File: src/rtl/cu_pkg.sv
// Shared types and constants for the control-unit sequencer.
// Included by the sequencer top and its memory handshake block.
package cu_pkg;

  typedef enum logic [2:0] {
    FETCH     = 3'd0,
    LOAD_IR   = 3'd1,
    PHASE     = 3'd2,
    WAIT_MEM  = 3'd3,
    UPDATE_PC = 3'd4
  } state_t;

  localparam logic [7:0] FETCH_FIN = 8'h50;
  localparam logic [3:0] MEM_IN    = 4'd1;
  localparam logic [2:0] MEM_OUT   = 3'd5;
  localparam logic [2:0] MEM_OUT2  = 3'd6;
  localparam logic [7:0] RETI      = 8'hFF;

  // A microcode word needs the memory engine for an operand fetch or any memory in/out selector.
  function automatic logic needs_mem(input logic [7:0] uc);
    return uc[7] | (uc[3:0] == MEM_IN) | (uc[6:4] == MEM_OUT) | (uc[6:4] == MEM_OUT2);
  endfunction

endpackage

File: src/rtl/cu_mem_hs.sv
// Memory request/completion handshake for the sequencer.
// A completion seen while the sequencer is frozen is held until it can be consumed.
module cu_mem_hs
  import cu_pkg::*;
(
  input  logic clk,
  input  logic rst,
  input  logic freeze,
  input  logic req_set,
  input  logic req_clr,
  input  logic mem_done,
  output logic mem_req,
  output logic done
);

  logic mem_req_r;
  logic done_lat_r;

  assign mem_req = mem_req_r;
  assign done    = mem_req_r & (mem_done | done_lat_r);

  // Request register and frozen-completion latch.
  always_ff @(negedge clk or posedge rst) begin
    if (rst) begin
      mem_req_r  <= 1'b0;
      done_lat_r <= 1'b0;
    end else if (freeze) begin
      if (mem_req_r && mem_done) begin
        done_lat_r <= 1'b1;
      end
    end else if (req_clr) begin
      mem_req_r  <= 1'b0;
      done_lat_r <= 1'b0;
    end else if (req_set) begin
      mem_req_r  <= 1'b1;
    end
  end

endmodule

File: src/rtl/cu_seq.sv
// Instruction sequencer: fetch, microcode phases, memory waits and PC update,
// with halt/single-step and a single maskable interrupt vector.
module cu_seq
  import cu_pkg::*;
#(
  parameter int              PC_W    = 16,
  parameter int              IR_W    = 8,
  parameter int              PHASES  = 2,
  parameter logic [PC_W-1:0] IRQ_VEC = PC_W'(16'h0004)
) (
  input  logic            clk,
  input  logic            rst,
  input  logic            halt,
  input  logic            step,
  input  logic            mem_done,
  output logic            mem_req,
  input  logic [IR_W-1:0] irin,
  output logic [1:0]      uc_phase,
  output logic [IR_W-1:0] uc_addr,
  input  logic [7:0]      uc_data,
  input  logic            pcinflag,
  input  logic [PC_W-1:0] pcin,
  input  logic            irq,
  output logic            irq_ack,
  output logic [PC_W-1:0] pc,
  output logic            en,
  output logic [3:0]      inflags,
  output logic [2:0]      outflags,
  output logic [IR_W-1:0] cuout,
  output logic            busy
);

  state_t          state_r;
  logic [PC_W-1:0] pc_r;
  logic [IR_W-1:0] ir_r;
  logic [6:0]      fin_r;
  logic [1:0]      ph_r;
  logic            ie_r;
  logic            irq_ack_r;
  logic            armed_r;
  logic            step_q_r;

  logic freeze_s;
  logic need_mem_s;
  logic last_ph_s;
  logic done_s;
  logic mem_req_s;
  logic req_set_s;
  logic req_clr_s;

  assign freeze_s   = halt & ~armed_r;
  assign need_mem_s = needs_mem(uc_data);
  assign last_ph_s  = (ph_r == 2'(PHASES - 1));

  assign mem_req  = mem_req_s;
  assign uc_phase = ph_r;
  assign uc_addr  = ir_r;
  assign cuout    = ir_r;
  assign pc       = pc_r;
  assign irq_ack  = irq_ack_r;
  assign inflags  = fin_r[3:0];
  assign outflags = fin_r[6:4];
  assign busy     = (state_r != FETCH);
  assign en       = (state_r == PHASE) | (state_r == UPDATE_PC);

  cu_mem_hs u_mem_hs (
    .clk      (clk),
    .rst      (rst),
    .freeze   (freeze_s),
    .req_set  (req_set_s),
    .req_clr  (req_clr_s),
    .mem_done (mem_done),
    .mem_req  (mem_req_s),
    .done     (done_s)
  );

  // Raise/drop requests for the handshake block; the fetch request is raised on the first FETCH cycle.
  always_comb begin
    req_set_s = 1'b0;
    req_clr_s = 1'b0;
    case (state_r)
      FETCH: begin
        req_set_s = ~mem_req_s;
        req_clr_s = done_s;
      end
      PHASE:    req_set_s = need_mem_s;
      WAIT_MEM: req_clr_s = done_s;
      default: begin
        req_set_s = 1'b0;
        req_clr_s = 1'b0;
      end
    endcase
  end

  // Step edge detection; the armed flag lets one instruction run under halt until FETCH is re-entered.
  always_ff @(negedge clk or posedge rst) begin
    if (rst) begin
      step_q_r <= 1'b0;
      armed_r  <= 1'b0;
    end else begin
      step_q_r <= step;
      if ((state_r == UPDATE_PC) && !freeze_s) begin
        armed_r <= 1'b0;
      end else if (halt && step && !step_q_r) begin
        armed_r <= 1'b1;
      end
    end
  end

  // Main sequencer state machine.
  always_ff @(negedge clk or posedge rst) begin
    if (rst) begin
      state_r   <= FETCH;
      pc_r      <= '0;
      ir_r      <= '0;
      fin_r     <= 7'd0;
      ph_r      <= 2'd0;
      ie_r      <= 1'b1;
      irq_ack_r <= 1'b0;
    end else begin
      irq_ack_r <= 1'b0;
      if (!freeze_s) begin
        case (state_r)
          FETCH: begin
            fin_r <= FETCH_FIN[6:0];
            if (done_s) begin
              state_r <= LOAD_IR;
            end
          end
          LOAD_IR: begin
            fin_r   <= 7'd0;
            ir_r    <= irin;
            ph_r    <= 2'd0;
            state_r <= PHASE;
          end
          PHASE: begin
            fin_r <= uc_data[6:0];
            if (uc_data[7]) begin
              pc_r <= pc_r + PC_W'(1);
            end
            if (need_mem_s) begin
              state_r <= WAIT_MEM;
            end else if (!last_ph_s) begin
              ph_r <= ph_r + 2'd1;
            end else begin
              state_r <= UPDATE_PC;
            end
          end
          WAIT_MEM: begin
            if (done_s) begin
              if (!last_ph_s) begin
                ph_r    <= ph_r + 2'd1;
                state_r <= PHASE;
              end else begin
                state_r <= UPDATE_PC;
              end
            end
          end
          UPDATE_PC: begin
            // A taken interrupt masks further interrupts until a RETI completes.
            if (irq && ie_r) begin
              pc_r      <= IRQ_VEC;
              irq_ack_r <= 1'b1;
              ie_r      <= 1'b0;
            end else begin
              if (ir_r == IR_W'(RETI)) begin
                ie_r <= 1'b1;
              end
              if (pcinflag) begin
                pc_r <= pcin;
              end else begin
                pc_r <= pc_r + PC_W'(1);
              end
            end
            fin_r   <= FETCH_FIN[6:0];
            state_r <= FETCH;
          end
          default: state_r <= FETCH;
        endcase
      end
    end
  end

endmodule

File: config.mk
export PLATFORM = sky130hd
export DESIGN_NAME = cu_seq
export DESIGN_NICKNAME = d
export VERILOG_FILES = /design/src/rtl/cu_pkg.sv /design/src/rtl/cu_mem_hs.sv /design/src/rtl/cu_seq.sv
export SDC_FILE = /design/constraint.sdc
export NUM_CORES = 1
export LEC_CHECK = 0
export ABC_AREA = 1
export CAP_MARGIN = 20
export CORE_UTILIZATION = 50
export CTS_CLUSTER_DIAMETER = 100
export DETAILED_ROUTE_END_ITERATION = 8
export PLACE_DENSITY = 0.86
export SYNTH_ARGS = -nofsm -noshare
export SYNTH_HDL_FRONTEND = slang
export SYNTH_SLANG_ARGS = --single-unit
File: constraint.sdc
create_clock -name clk -period 3.85 [get_ports clk]
set_clock_uncertainty 0.15 [all_clocks]
set_input_delay 0.385 -clock clk [delete_from_list [all_inputs] [get_ports clk]]
set_output_delay 0.385 -clock clk [all_outputs]
set_load 0.005 [all_outputs]
==> reports/qor.json <==
{
  "synth.yosys.warnings": 0,
  "filler_cell_count": 345,
  "drt-pass1-iter-count": 5,
  "power.ir.vdd_worst_uv": 526,
  "insertion_delay_ns": 0.36,
  "floorplan.die.width_um": 74.1,
  "power_report.internal_total_uw": 1760,
  "start_util": 0.536,
  "status": "completed",
  "global_route_total_usage_across_every_layer": 0.284,
  "place_hpwl_mm": 5.34,
  "critical_path.reg2reg.endpoint": "state_r[2]",
  "dp_cells": 504,
  "cts.reportedPaths.clkPinSlew_ns": 0.06,
  "p_per_area_nw_per_um2": 785,
  "final_common_cell": "nand2_1",
  "worst_hold_startpoint": "fin_r[0]",
  "worstReg2RegStart": "state_r[0]",
  "first_global_vias": 2698,
  "crit_required_ns": 3.31,
  "pwr-share-comb": 0.591,
  "net-switching-power_uw": 1210,
  "die_area_um2": 5490,
  "max-cap-violations": 0,
  "register_area_um2": 1050,
  "hold_path_end": "fin_r[0]",
  "floorplan.rows": 25,
  "critPathMaxFanout": 2,
  "fin_total_pwr_uw": 2970,
  "timing.final.hold_violations": 0,
  "floorplan.io_pins": 84,
  "antenna-diode-count": 0,
  "rsz_0062_raised_after_global_routing": "false",
  "tritoncts": "done",
  "initial_antenna_violation_count": 0,
  "area_growth_syn_to_layout_pct": 45.3,
  "tritoncts.num_buffers": 5,
  "buffer_ports.inserted": 83,
  "vias_per_cell": 5.41,
  "die_y_um": 74.1,
  "numClockSinks": 42,
  "post_synth.cell_area_avg_um2": 7.45,
  "cp_capture_type": "output pin",
  "worst_slew_pin_slew_ns": 0.400,
  "clockPowerShare": 0.123,
  "mappedNetlistNets": 390,
  "multi_input_comb_area_um2": 1290,
  "syn_area_um2": 2600,
  "pwr-share-seq": 0.286,
  "p_leak_uw": 0.00181,
  "drc_errors": 0,
  "globalplace.congestion": 0.955,
  "length_in_cells_of_the_worst_reg_to_reg_path": 10,
  "synthesis.instances": 349,
  "vias": 2836,
  "min_delay_path_depth": 2,
  "global_route_wire_length_before_repair_mm": 12.1,
  "yosysUniqueCellTypes": 35,
  "clk_path_buf_depth": 2,
  "wl_per_cell_um": 14.3,
  "ys_seq_area_frac": 0.405,
  "regToRegSetupSlack_ns": 1.86,
  "grt_overflow": 0,
  "timing.hold.worst.class": "flip-flop to flip-flop",
  "net_count_reported_at_finish": 497,
  "setup_violations": 0,
  "core_um2": 4850,
  "grt_start_max_net_pins": 43,
  "final_cell_count_no_fill": 524,
  "detail_route.iter0.violations": 226,
  "cts_root_buffer": "clkbuf_8",
  "switching_share": 0.408,
  "ws_path_type": "flip-flop to output pin",
  "holdBufCountCts": 0,
  "critical_path_arrival_ns": 3.29,
  "finalMaxSlewViolations": 0,
  "antenna_left": 0,
  "cts_htree_levels": 2,
  "drive_gt1_frac": 0.142,
  "synth.ff_latch_count": 42,
  "layout.cells.most_common_list": "nand2_1, clkdlybuf4s50_1, nand3_1",
  "slew_headroom": 0.733,
  "crit_path_start_kind": "flip-flop",
  "finalCoreUtilization": 0.779,
  "detail_route.wirelength_mm": 7.49,
  "final.hold.worst_slack_ns": 0.312
}
==> synth_stat cells (all sizes together) <==
cell type	count	area, µm²
buf	13	109
nand2	97	402
ha	2	25.0
or2	6	37.5
nor2	45	201
dfstp	1	26.3
nand4	4	25.0
dfrtn	41	1030
nor4	1	6.26
nand3	45	238
o211ai	1	7.51
inv	40	153
a31oi	1	6.26
nor3	4	25.0
o22ai	2	12.5
xor2	3	26.3
clkbuf	1	3.75
o21ai	18	90.1
a22oi	1	7.51
a21oi	12	60.1
mux2	8	90.1
nand3b	3	22.5
==> power groups by stage <==
stage	combinational (µW)	clock [µW]	sequential, µW
floorplan	903	3.25	834
CTS	1700	364	841
detailed placement	1590	3.25	871
finish	1750	365	848
global route	1900	388	869
global placement	1530	3.25	865
==> flip-flops by register name, summed over array words and instances, names as in the netlist <==
signal / cells
u_mem_hs.done_lat_r: 1
fin_r: 7
ie_r: 1
cuout: 8
armed_r: 1
irq_ack: 1
pc: 16
state_r: 3
uc_phase: 2
step_q_r: 1
u_mem_hs.mem_req: 1
==> metrics by stage <==
stage	setup WS (ns)	TNS [ns]	cell area, µm²
2_1_floorplan	0.321	0	2600
3_3_place_gp	-0.0717	-0.938	3570
3_5_place_dp	-0.107	-1.79	3570
4_1_cts	0.00672	0	3750
5_1_grt	0.00113	0	3780
6_report	0.0289	0	3780
==> area by class of cell <==
type	instances	share of cell area
Multi-Input combinational cell	253	0.341
Timing Repair Buffer	114	0.289
Sequential cell	42	0.278
Inverter	39	0.0394
Tap cell	67	0.0222
Clock buffer	6	0.0192
Clock inverter	3	0.0109
==> what timing repair did <==
action | 4_1_cts | 5_1_grt
setup endpoints to repair | 2 | 2
setup buffers | 9 | 3
gates resized for setup | 3 | 2
pin swaps | 2 | 1
==> critical path, stage by stage, from the launching register on <==
cell and delay (ns):
dfrtn_1 0.49, buf_6 0.14, nor2_4 0.04, nand2_4 0.08, nand2_4 0.06, dlygate4sd2_1 0.26
==> kinds of logic (layout without fill, tap and decap cells) <==
family	Yosys count	count (layout)	share of synthesized area
AND/OR/NAND/NOR	205	205	0.368
multiplexers	8	8	0.0346
buffers and inverters	54	162	0.102
AO/OA/AOI/OAI	35	35	0.0707
XOR/XNOR	3	3	0.0101
flip-flops	42	42	0.405
adder cells (fa/ha/maj)	2	2	0.00962
==> layer usage <==
| metal | track usage | routed length (µm) | part of all wire |
|---|---|---|---|
| met3 | 0.0515 | 578 | 0.077 |
| met4 | 0.100 | 167 | 0.022 |
| met2 | 0.498 | 3800 | 0.51 |
| met5 | 0 | 0 | 0 |
| met1 | 0.350 | 2940 | 0.39 |
==> worst max path at each step <==
stage          endpoint  startpoint  cells after the start  slack, ns
2_1_floorplan  cuout[0]        halt                      6       0.32
5_1_grt           pc[2]       pc[2]                      1      0.001
3_5_place_dp   cuout[3]        halt                      6      -0.11
6_report             en  state_r[0]                      5       0.03
4_1_cts           pc[9]       pc[9]                      1      0.007
3_3_place_gp      pc[3]        halt                      9      -0.07
No activity file was read; power rests on OpenSTA's default activity.
